--- src/rtl/load_store_unit_if.sv ---
// Data-bus bundle between the load/store unit and the memory fabric.
// Master drives the request (req/we/addr/wdata/be); slave answers with ack/rdata.
// Ports: bus_req, bus_we, bus_addr[31:0], bus_wdata[31:0], bus_be[3:0], bus_ack, bus_rdata[31:0].
interface load_store_unit_if;
  logic        bus_req;
  logic        bus_we;
  logic [31:0] bus_addr;
  logic [31:0] bus_wdata;
  logic [3:0]  bus_be;
  logic        bus_ack;
  logic [31:0] bus_rdata;

  modport master (
    output bus_req, bus_we, bus_addr, bus_wdata, bus_be,
    input  bus_ack, bus_rdata
  );

  modport slave (
    input  bus_req, bus_we, bus_addr, bus_wdata, bus_be,
    output bus_ack, bus_rdata
  );
endinterface

--- src/rtl/load_store_unit.sv ---
// Purpose: single-outstanding load/store unit bridging the core to a req/ack data bus.
// Latency: 3 cycles minimum (IDLE, BUS, DONE); BUS lasts until ack or TIMEOUT wait cycles.
// Backpressure: stall holds the core while a request is pending; bus_req held until ack or timeout.
//
// Ports: clk, rst_n (async, active-low); mem_rd/mem_wr/funct3/addr/wdata from the core;
// load_data/stall back to the core; bus_err timeout pulse; bus = data-bus master modport.
// Option: define LSU_MISALIGN_TRAP_EN to add the misalign output and trap unaligned H/W
// accesses without touching the bus; otherwise the low address bits are ignored.
module load_store_unit #(
  parameter int unsigned TIMEOUT = 16
) (
  input  logic        clk,
  input  logic        rst_n,
  input  logic        mem_rd,
  input  logic        mem_wr,
  input  logic [2:0]  funct3,
  input  logic [31:0] addr,
  input  logic [31:0] wdata,
  output logic [31:0] load_data,
  output logic        stall,
  output logic        bus_err,
`ifdef LSU_MISALIGN_TRAP_EN
  output logic        misalign,
`endif
  load_store_unit_if.master bus
);

  // Last BUS wait cycle before the timeout fires (counter counts 0..TIMEOUT-1).
  localparam logic [7:0] LP_CNT_LAST = 8'(TIMEOUT - 1);

  typedef enum logic [1:0] {
    S_IDLE = 2'd0,
    S_BUS  = 2'd1,
    S_DONE = 2'd2
  } state_t;

  state_t      r_state;
  state_t      w_state_nxt;

  // Request latched on IDLE exit so the core-side inputs may change freely afterwards.
  logic        r_we;
  logic [2:0]  r_f3;
  logic [31:0] r_addr;
  logic [31:0] r_wdata;

  logic [7:0]  r_cnt;
  logic [31:0] r_load_data;
  logic        r_bus_err;

  logic        w_req;
  logic        w_bus_req;
  logic        w_ack_hit;
  logic        w_timeout;
  logic [3:0]  w_be;
  logic [31:0] w_wdat;
  logic [7:0]  w_byte;
  logic [15:0] w_half;
  logic        w_sign;
  logic [31:0] w_fmt;

`ifdef LSU_MISALIGN_TRAP_EN
  logic        w_misal;
  logic        w_trap;
  logic        r_misalign;

  // funct3[1:0]==01 is a halfword; funct3[1]==1 covers W and every reserved code (treated as W).
  assign w_misal = ((funct3[1:0] == 2'b01) & addr[0]) | (funct3[1] & (|addr[1:0]));
`endif

  // A simultaneous load+store request is a store.
  assign w_req = mem_rd | mem_wr;

  // ---------------------------------------------------------------- FSM state register
  always_ff @(posedge clk or negedge rst_n) begin
    if (!rst_n) begin
      r_state <= S_IDLE;
    end else begin
      r_state <= w_state_nxt;
    end
  end

  // ---------------------------------------------------------------- FSM next state / outputs
  always_comb begin
    w_state_nxt = r_state;
    stall       = 1'b0;
    w_bus_req   = 1'b0;
    w_ack_hit   = 1'b0;
    w_timeout   = 1'b0;
`ifdef LSU_MISALIGN_TRAP_EN
    w_trap      = 1'b0;
`endif
    case (r_state)
      S_IDLE: begin
        stall = w_req;
        if (w_req) begin
`ifdef LSU_MISALIGN_TRAP_EN
          if (w_misal) begin
            w_trap      = 1'b1;
            w_state_nxt = S_DONE;
          end else begin
            w_state_nxt = S_BUS;
          end
`else
          w_state_nxt = S_BUS;
`endif
        end
      end
      S_BUS: begin
        stall     = 1'b1;
        w_bus_req = 1'b1;
        // Ack is checked first so an ack on the final wait cycle beats the timeout.
        if (bus.bus_ack) begin
          w_ack_hit   = 1'b1;
          w_state_nxt = S_DONE;
        end else if (r_cnt == LP_CNT_LAST) begin
          w_timeout   = 1'b1;
          w_state_nxt = S_DONE;
        end
      end
      S_DONE: begin
        w_state_nxt = S_IDLE;
      end
      default: begin
        w_state_nxt = S_IDLE;
      end
    endcase
  end

  // ---------------------------------------------------------------- request latch
  always_ff @(posedge clk or negedge rst_n) begin
    if (!rst_n) begin
      r_we    <= 1'b0;
      r_f3    <= 3'b000;
      r_addr  <= '0;
      r_wdata <= '0;
    end else if ((r_state == S_IDLE) && w_req) begin
      r_we    <= mem_wr;
      r_f3    <= funct3;
      r_addr  <= addr;
      r_wdata <= wdata;
    end
  end

  // ---------------------------------------------------------------- bus wait counter
  // Held at zero outside BUS, which gives the clear-on-entry behaviour for free.
  always_ff @(posedge clk or negedge rst_n) begin
    if (!rst_n) begin
      r_cnt <= '0;
    end else if (r_state != S_BUS) begin
      r_cnt <= '0;
    end else if (!bus.bus_ack) begin
      r_cnt <= r_cnt + 8'd1;
    end
  end

  // ---------------------------------------------------------------- store lanes / byte enables
  always_comb begin
    case (r_f3[1:0])
      2'b00: begin
        w_be   = 4'b0001 << r_addr[1:0];
        w_wdat = {4{r_wdata[7:0]}};
      end
      2'b01: begin
        w_be   = 4'b0011 << {r_addr[1], 1'b0};
        w_wdat = {2{r_wdata[15:0]}};
      end
      default: begin
        w_be   = 4'b1111;
        w_wdat = r_wdata;
      end
    endcase
    // Loads always fetch the whole word; lane selection happens on the way back.
    if (!r_we) begin
      w_be = 4'b1111;
    end
  end

  assign bus.bus_req   = w_bus_req;
  assign bus.bus_we    = w_bus_req & r_we;
  assign bus.bus_be    = w_bus_req ? w_be : 4'b0000;
  assign bus.bus_addr  = w_bus_req ? {r_addr[31:2], 2'b00} : 32'h0;
  assign bus.bus_wdata = w_bus_req ? w_wdat : 32'h0;

  // ---------------------------------------------------------------- load formatting
  assign w_sign = ~r_f3[2];

  always_comb begin
    case (r_addr[1:0])
      2'd0:    w_byte = bus.bus_rdata[7:0];
      2'd1:    w_byte = bus.bus_rdata[15:8];
      2'd2:    w_byte = bus.bus_rdata[23:16];
      default: w_byte = bus.bus_rdata[31:24];
    endcase
    w_half = r_addr[1] ? bus.bus_rdata[31:16] : bus.bus_rdata[15:0];
    case (r_f3[1:0])
      2'b00:   w_fmt = {{24{w_sign & w_byte[7]}}, w_byte};
      2'b01:   w_fmt = {{16{w_sign & w_half[15]}}, w_half};
      default: w_fmt = bus.bus_rdata;
    endcase
  end

  // ---------------------------------------------------------------- result / status registers
  // load_data only changes on the edge into DONE, so it is valid in DONE and held afterwards.
  always_ff @(posedge clk or negedge rst_n) begin
    if (!rst_n) begin
      r_load_data <= '0;
    end else if (w_ack_hit && !r_we) begin
      r_load_data <= w_fmt;
    end else if (w_timeout) begin
      r_load_data <= '0;
`ifdef LSU_MISALIGN_TRAP_EN
    end else if (w_trap) begin
      r_load_data <= '0;
`endif
    end
  end

  // Set on the edge into DONE; DONE lasts one cycle so this is a single-cycle pulse.
  always_ff @(posedge clk or negedge rst_n) begin
    if (!rst_n) begin
      r_bus_err <= 1'b0;
    end else begin
      r_bus_err <= w_timeout;
    end
  end

`ifdef LSU_MISALIGN_TRAP_EN
  always_ff @(posedge clk or negedge rst_n) begin
    if (!rst_n) begin
      r_misalign <= 1'b0;
    end else begin
      r_misalign <= w_trap;
    end
  end

  assign misalign = r_misalign;
`endif

  assign load_data = r_load_data;
  assign bus_err   = r_bus_err;

endmodule

--- src/flat_wrapper.sv ---
// flat-port wrapper written by rule: the top's interface ports become plain ports
module load_store_unit_flat 
#(
  parameter int unsigned TIMEOUT = 16
)
  (clk, rst_n, mem_rd, mem_wr, funct3, addr, wdata, load_data, stall, bus_err, bus_bus_req, bus_bus_we, bus_bus_addr, bus_bus_wdata, bus_bus_be, bus_bus_ack, bus_bus_rdata);
  load_store_unit_if bus_i ();
  input  logic clk;
  input  logic rst_n;
  input  logic mem_rd;
  input  logic mem_wr;
  input  logic [2:0] funct3;
  input  logic [31:0] addr;
  input  logic [31:0] wdata;
  output logic [31:0] load_data;
  output logic stall;
  output logic bus_err;
  output wire logic [$bits(bus_i.bus_req)-1:0] bus_bus_req;
  output wire logic [$bits(bus_i.bus_we)-1:0] bus_bus_we;
  output wire logic [$bits(bus_i.bus_addr)-1:0] bus_bus_addr;
  output wire logic [$bits(bus_i.bus_wdata)-1:0] bus_bus_wdata;
  output wire logic [$bits(bus_i.bus_be)-1:0] bus_bus_be;
  input wire logic [$bits(bus_i.bus_ack)-1:0] bus_bus_ack;
  input wire logic [$bits(bus_i.bus_rdata)-1:0] bus_bus_rdata;
  assign bus_bus_req = bus_i.bus_req;
  assign bus_bus_we = bus_i.bus_we;
  assign bus_bus_addr = bus_i.bus_addr;
  assign bus_bus_wdata = bus_i.bus_wdata;
  assign bus_bus_be = bus_i.bus_be;
  assign bus_i.bus_ack = bus_bus_ack;
  assign bus_i.bus_rdata = bus_bus_rdata;
  load_store_unit #(.TIMEOUT(TIMEOUT)) u_core (.clk(clk), .rst_n(rst_n), .mem_rd(mem_rd), .mem_wr(mem_wr), .funct3(funct3), .addr(addr), .wdata(wdata), .load_data(load_data), .stall(stall), .bus_err(bus_err), .bus(bus_i));
endmodule
--- config.mk ---
export PLATFORM = sky130hd
export DESIGN_NAME = load_store_unit_flat
export DESIGN_NICKNAME = d
export VERILOG_FILES = /design/src/rtl/load_store_unit_if.sv /design/src/rtl/load_store_unit.sv /design/src/flat_wrapper.sv
export SDC_FILE = /design/constraint.sdc
export NUM_CORES = 1
export LEC_CHECK = 0
export ABC_CLOCK_PERIOD_IN_PS = 1800
export CAP_MARGIN = 20
export CORE_ASPECT_RATIO = 0.7
export CORE_MARGIN = 1.5
export CORE_UTILIZATION = 55
export CTS_BUF_LIST = sky130_fd_sc_hd__clkbuf_8 sky130_fd_sc_hd__clkbuf_16
export CTS_CLUSTER_DIAMETER = 200
export DETAILED_ROUTE_END_ITERATION = 7
export DONT_BUFFER_PORTS = 1
export GPL_ROUTABILITY_DRIVEN = 0
export GPL_TIMING_DRIVEN = 0
export PLACE_DENSITY = 0.73
export SLEW_MARGIN = 20
export SYNTH_ARGS = -nofsm -noshare
export SYNTH_HDL_FRONTEND = slang
export SYNTH_SLANG_ARGS = --single-unit
--- constraint.sdc ---
create_clock -name clk -period 1.8 [get_ports clk]
set_clock_uncertainty 0.15 [all_clocks]
set_input_delay 0.27 -clock clk [delete_from_list [all_inputs] [get_ports clk]]
set_output_delay 0.27 -clock clk [all_outputs]
set_load 0.005 [all_outputs]
---- Word level (Yosys, flattened, before mapping) ----
Index checks and enable logic that the tools add are counted.
W data, S select, Z words.
storage, ports and cells
  bits in registers ....................... 111
  bits of input ports ..................... 104
  output and inout bits ................... 104
  word-level logic and storage cells ...... 57
operators by class
  add/sub/neg operators ................... 1
  equality and inequality tests ........... 9
  shift-type cells ........................ 2
  multiplexer cells ....................... 24
  bitwise operators ....................... 5
  reduce and logical (&&, ||, !) cells .... 8
operators by type and width
  kind                   count
  $mux W32               4
  $pmux W32 S2           2
  $pmux W8 S3            1
  $mux W16               1
  $mux W8                2
  $add A8 B1 Y8 const B  1
  $eq A8 B4 Y1 const B   1
  $mux W4                2
  $pmux W4 S2            1
  $eq A2 B1 Y1 const B   3
  $logic_not A2 Y1       3
  $mux W1                6
  $mux W2                3
  $ne A2 B1 Y1 const B   3
  $pmux W2 S2            1
  $shl A1 B2 Y4 const A  1
  $shl A2 B2 Y4 const A  1
  $and A1 B1 Y1          3
  $ne A3 B2 Y1 const B   1
  $eq A2 B2 Y1 const B   1
  $logic_and A1 B1 Y1    2
  $pmux W1 S2            1
  $reduce_and A2 Y1      1
  $reduce_bool A2 Y1     1
  other kinds (3)        3

---- Longest topological paths before layout ----
  depth after elaboration ................. 6
  mapped depth ............................ 7
  mapped depth without buffers ............ 5

---- Worst setup path after synthesis ----
OpenSTA, ideal clock, no wires.
  kind .................................... register to register
  from .................................... reg u_core.r_f3[0]
  to ...................................... reg u_core.r_load_data[21], in the netlist u_core.load_data[21]
  setup time .............................. 0.126 ns
  arrival ................................. 1.478 ns
  required time ........................... 1.524 ns
  slack ................................... 0.045 ns
  cell stages (with the launch flop) ...... 7
  path buffers ............................ 2
  clock period less this slack ............ 1.755 ns
  cell sequence ........................... dfrtp_1 > buf_4 > o21a_1 > a311oi_2 > a311oi_4 > buf_6 > a221o_1
between the ends
  word-level cells in the longest chain between the ends .. 3
  elaborated cells on any way between the ends .. 4
  classes of those cells .................. 1 x eq/ne; 2 x mux; 1 x reduce/logical
ends and longest elaborated chain
  element                                           RTL line                text
  start: declaration                                load_store_unit.sv:42   logic [2:0] r_f3;
  start signal: assignment                          load_store_unit.sv:138  r_f3 <= funct3;
  $eq A2 B1 Y1 or $logic_not A2 Y1 (tied branches)  load_store_unit.sv:195  case (r_f3[1:0])
  $pmux W32 S2 *                                    load_store_unit.sv:195
  $mux W32 *                                        load_store_unit.sv:207  end else if (w_ack_hit && !r_we) begin
  end signal: assignment                            load_store_unit.sv:208  r_load_data <= w_fmt;
  end: declaration                                  load_store_unit.sv:47   logic [31:0] r_load_data;
Mark *: on every way between the ends. The rest lies on a longest branch, timed or not.
A chain may end at the register's enable or synchronous reset.

---- Worst setup path in the final report ----
  from .................................... reg u_core.r_f3[1]
  to ...................................... out bus_bus_wdata[8]
between the ends
  word-level cells in the longest chain between the ends .. 3
  elaborated cells on any way between the ends .. 4
  classes of those cells .................. 1 x eq/ne; 2 x mux; 1 x reduce/logical
ends and longest elaborated chain
  element                                           RTL line                text
  $eq A2 B1 Y1 or $logic_not A2 Y1 (tied branches)  load_store_unit.sv:158  case (r_f3[1:0])
  $pmux W32 S2 *                                    load_store_unit.sv:158
  $mux W32 *                                        load_store_unit.sv:182  assign bus.bus_wdata = w_bus_req ? w_wdat : 32'h0;
  end: declaration                                  flat_wrapper.sv:21      output wire logic [$bits(bus_i.bus_wdata)-1:0] bus_bus_wdata;
Marks and branches as above.

==> reports/qor.yml <==
status: "finished with violations"
violations: "negative hold slack, negative setup slack"
cp_max_fo: 6
final_common_cell: "dfrtp_1"
fin_crit_ps: 1990
final_cell_mix: "dfrtp_1 (107), dlygate4sd3_1 (97), mux2_2 (64)"
cts_tree: "yes"
reg2reg_depth: 5
rrSetupSlack_ps: -140
startpoint_type: "register"
clk_pin_slew_ps: 80
drt-wirelength-per-cell_um: 27.5
peakVddDrop_uv: 1070
die-area_mm2: 0.0107
async_flop_share: 1.00
grt_pass1_wl_um: 26700
synthesis.area_mm2: 0.00554
place_area_mm2: 0.00571
synth-seq-cells: 111
min_path_type: "primary input to async pin"
crit_path_cell_trace: "buf_4, nor2_4, buf_12, nand2_2, a21oi_2"
start_util: 0.568
initialDrtViolationCount: 450
crit_type: "register to output pin"
r2r_start: "u_core.r_cnt[2]"
wl_met2_um: 9890
ys_seq_area_frac: 0.501
setup_ws_ps: -192
rows: 30
nets: 730
vias: 5072
maxCapViolCount: 0
io_buffers: 0
design_area_mm2: 0.00839
grt_overflow: 0
crit_slowest_cell: "dfrtp_2"
fp.dieH_um: 87
final_layout_size_suffix_gt1_frac: 0.484
root_buffer: "clkbuf_16"
drt-met1-wl_um: 7850
syn_avg_cell_area_um2: 11.8
powerDensity_mw_per_mm2: 1870
firstDrtPassIters: 5
cts-buffers-inserted: 9
ant_nets: 0
highest_layer: "met4"
finalCritPeriodShare: 1.11
finalMaxSlewViolations: 0
crit-reg2reg-capture: "u_core.load_data[17]"
grt.total_usage: 0.334
io_pins: 208
synth_warnings: 0
totalWireLength_um: 20900
coreArea_mm2: 0.00976
crit_required_ps: 1380
path_buf_inv: 2
drc: 0
synth_cell_type_count: 49
clockBufferDepth: 2
finalSetupTns_ps: -5650
worstPathArrival_ps: 1570
cp-end-kind: "output pin"
met3_length_um: 2160
multiInputGateArea_mm2: 0.00316
cts.sink_count: 111
syn_to_final_growth_pct: 51.4
hold_violations: 111
cp_top_family: "flip-flops"
n_fill_cell: 456
htreeDepth: 3
hpwlAfterDp_um: 10500
vias_per_cell: 6.67
rsz0062_at_grt: "yes"
grt_pass1_vias: 4792
die_w_um: 123
leakage_nw: 3.49
setup_viol: 79
max_freq_mhz: 502
grt_max_degree: 112
antenna_found_initial: 1
clk_latency_ps: 360
fin_hold_ws_ps: -543
synth_edf_count: 0
regArea_mm2: 0.00278
ys.flop_type: "dfrtp_1"
postSynthCellCount: 468
cpPeakStageDelay_ps: 470
==> cells in the mapped netlist (all sizes together), types with 3 or more instances <==
cell type,count,area (µm²)
xor2,5,43.8
a22o,5,43.8
or2,3,18.8
mux2,64,721
inv,4,15.0
a221oi,4,35.0
nand3,4,20.0
dfrtp,111,2780
clkbuf,11,41.3
o221ai,8,70.1
nor2,47,176
buf,26,171
mux4,8,180
o2bb2ai,12,105
and2,40,253
a21oi,22,118
mux2i,18,180
a221o,16,160
nand2,22,85.1
o21ai,8,40.0
o22a,4,35.0
nand2b,4,25.0
==> metrics by stage <==
step | std cells | setup WS (ps) | util | hold WS [ps] | power (mW)
after CTS | 737 | -113 | 0.787 | -548 | 13.6
after global placement | 597 | -383 | 0.585 | -172 | 9.18
final | 760 | -192 | 0.860 | -543 | 15.7
after floorplan | 469 | 45.5 | - | -176 | 8.11
after global routing | 759 | -239 | 0.860 | -564 | 16.3
after detailed placement | 597 | -393 | 0.585 | -171 | 9.37
==> repair_timing <==
item	4_1_cts	5_1_grt
hold buffers	91	6
endpoints found under the setup margin	162	162
gates resized for setup	136	118
hold endpoints to repair	201	114
pin swaps	22	27
cloned	4	5
setup buffers	31	10
==> flip-flops by register name, indices dropped and copies added, names as in the netlist <==
signal	flops
u_core.r_wdata	32
u_core.load_data	32
u_core.r_cnt	8
u_core.r_state	2
u_core.r_we	1
u_core.r_f3	3
u_core.bus_err	1
u_core.r_addr	32
==> worst reg2reg max path, cell delays in order (launching register included) <==
cell	delay [ps]
dfrtp_1	500
nand4bb_4	160
o41ai_4	360
nand2_4	170
buf_6	180
a221o_1	320
==> report_power, final <==
part	internal (mW)	leakage, nW	switching (mW)
combinational	4.54	1.99	4.10
sequential	3.64	1.35	1.21
clock	1.27	0.159	0.962
total	9.44	3.49	6.27
==> logic make-up after synthesis <==
| group | count (synthesis) | synth area share |
|---|---|---|
| compound gates | 87 | 0.129 |
| other cells | 1 | 0.000676 |
| mux | 90 | 0.195 |
| flops | 111 | 0.501 |
| buf+inv | 41 | 0.0411 |
| fa+ha+maj | 1 | 0.00226 |
| xor+xnor | 7 | 0.0111 |
| simple gates | 130 | 0.120 |
==> metal layers <==
layer  GRT usage  vias to the layer above
li1            -                     2007
met1       0.446                     2521
met2       0.526                      441
met3      0.0936                      103
met4       0.121                        0
met5           0                        -
==> how the worst max path moves through the flow <==
stage | to | start | slack, ps | cells past startpoint
final | bus_bus_wdata[8] | u_core.r_f3[1] | -190 | 5
after global routing | bus_bus_wdata[8] | u_core.r_f3[1] | -240 | 5
after CTS | bus_bus_wdata[27] | u_core.r_f3[0] | -110 | 6
after detailed placement | bus_bus_wdata[11] | u_core.r_f3[0] | -390 | 6
after global placement | bus_bus_wdata[8] | u_core.r_f3[0] | -380 | 6
after floorplan | u_core.load_data[21] | u_core.r_f3[0] | 50 | 6
==> final cells by class <==
class                      instances  share of cell area
multi-input combinational        317               0.376
sequential                       111               0.332
timing repair buffer             147               0.177
buffer                            35              0.0534
clock buffer                      10              0.0285
tap                              128              0.0191
clock inverter                     6              0.0107
inverter                           4             0.00298
antenna                            2            0.000596
(Power assumes the default switching activity.)
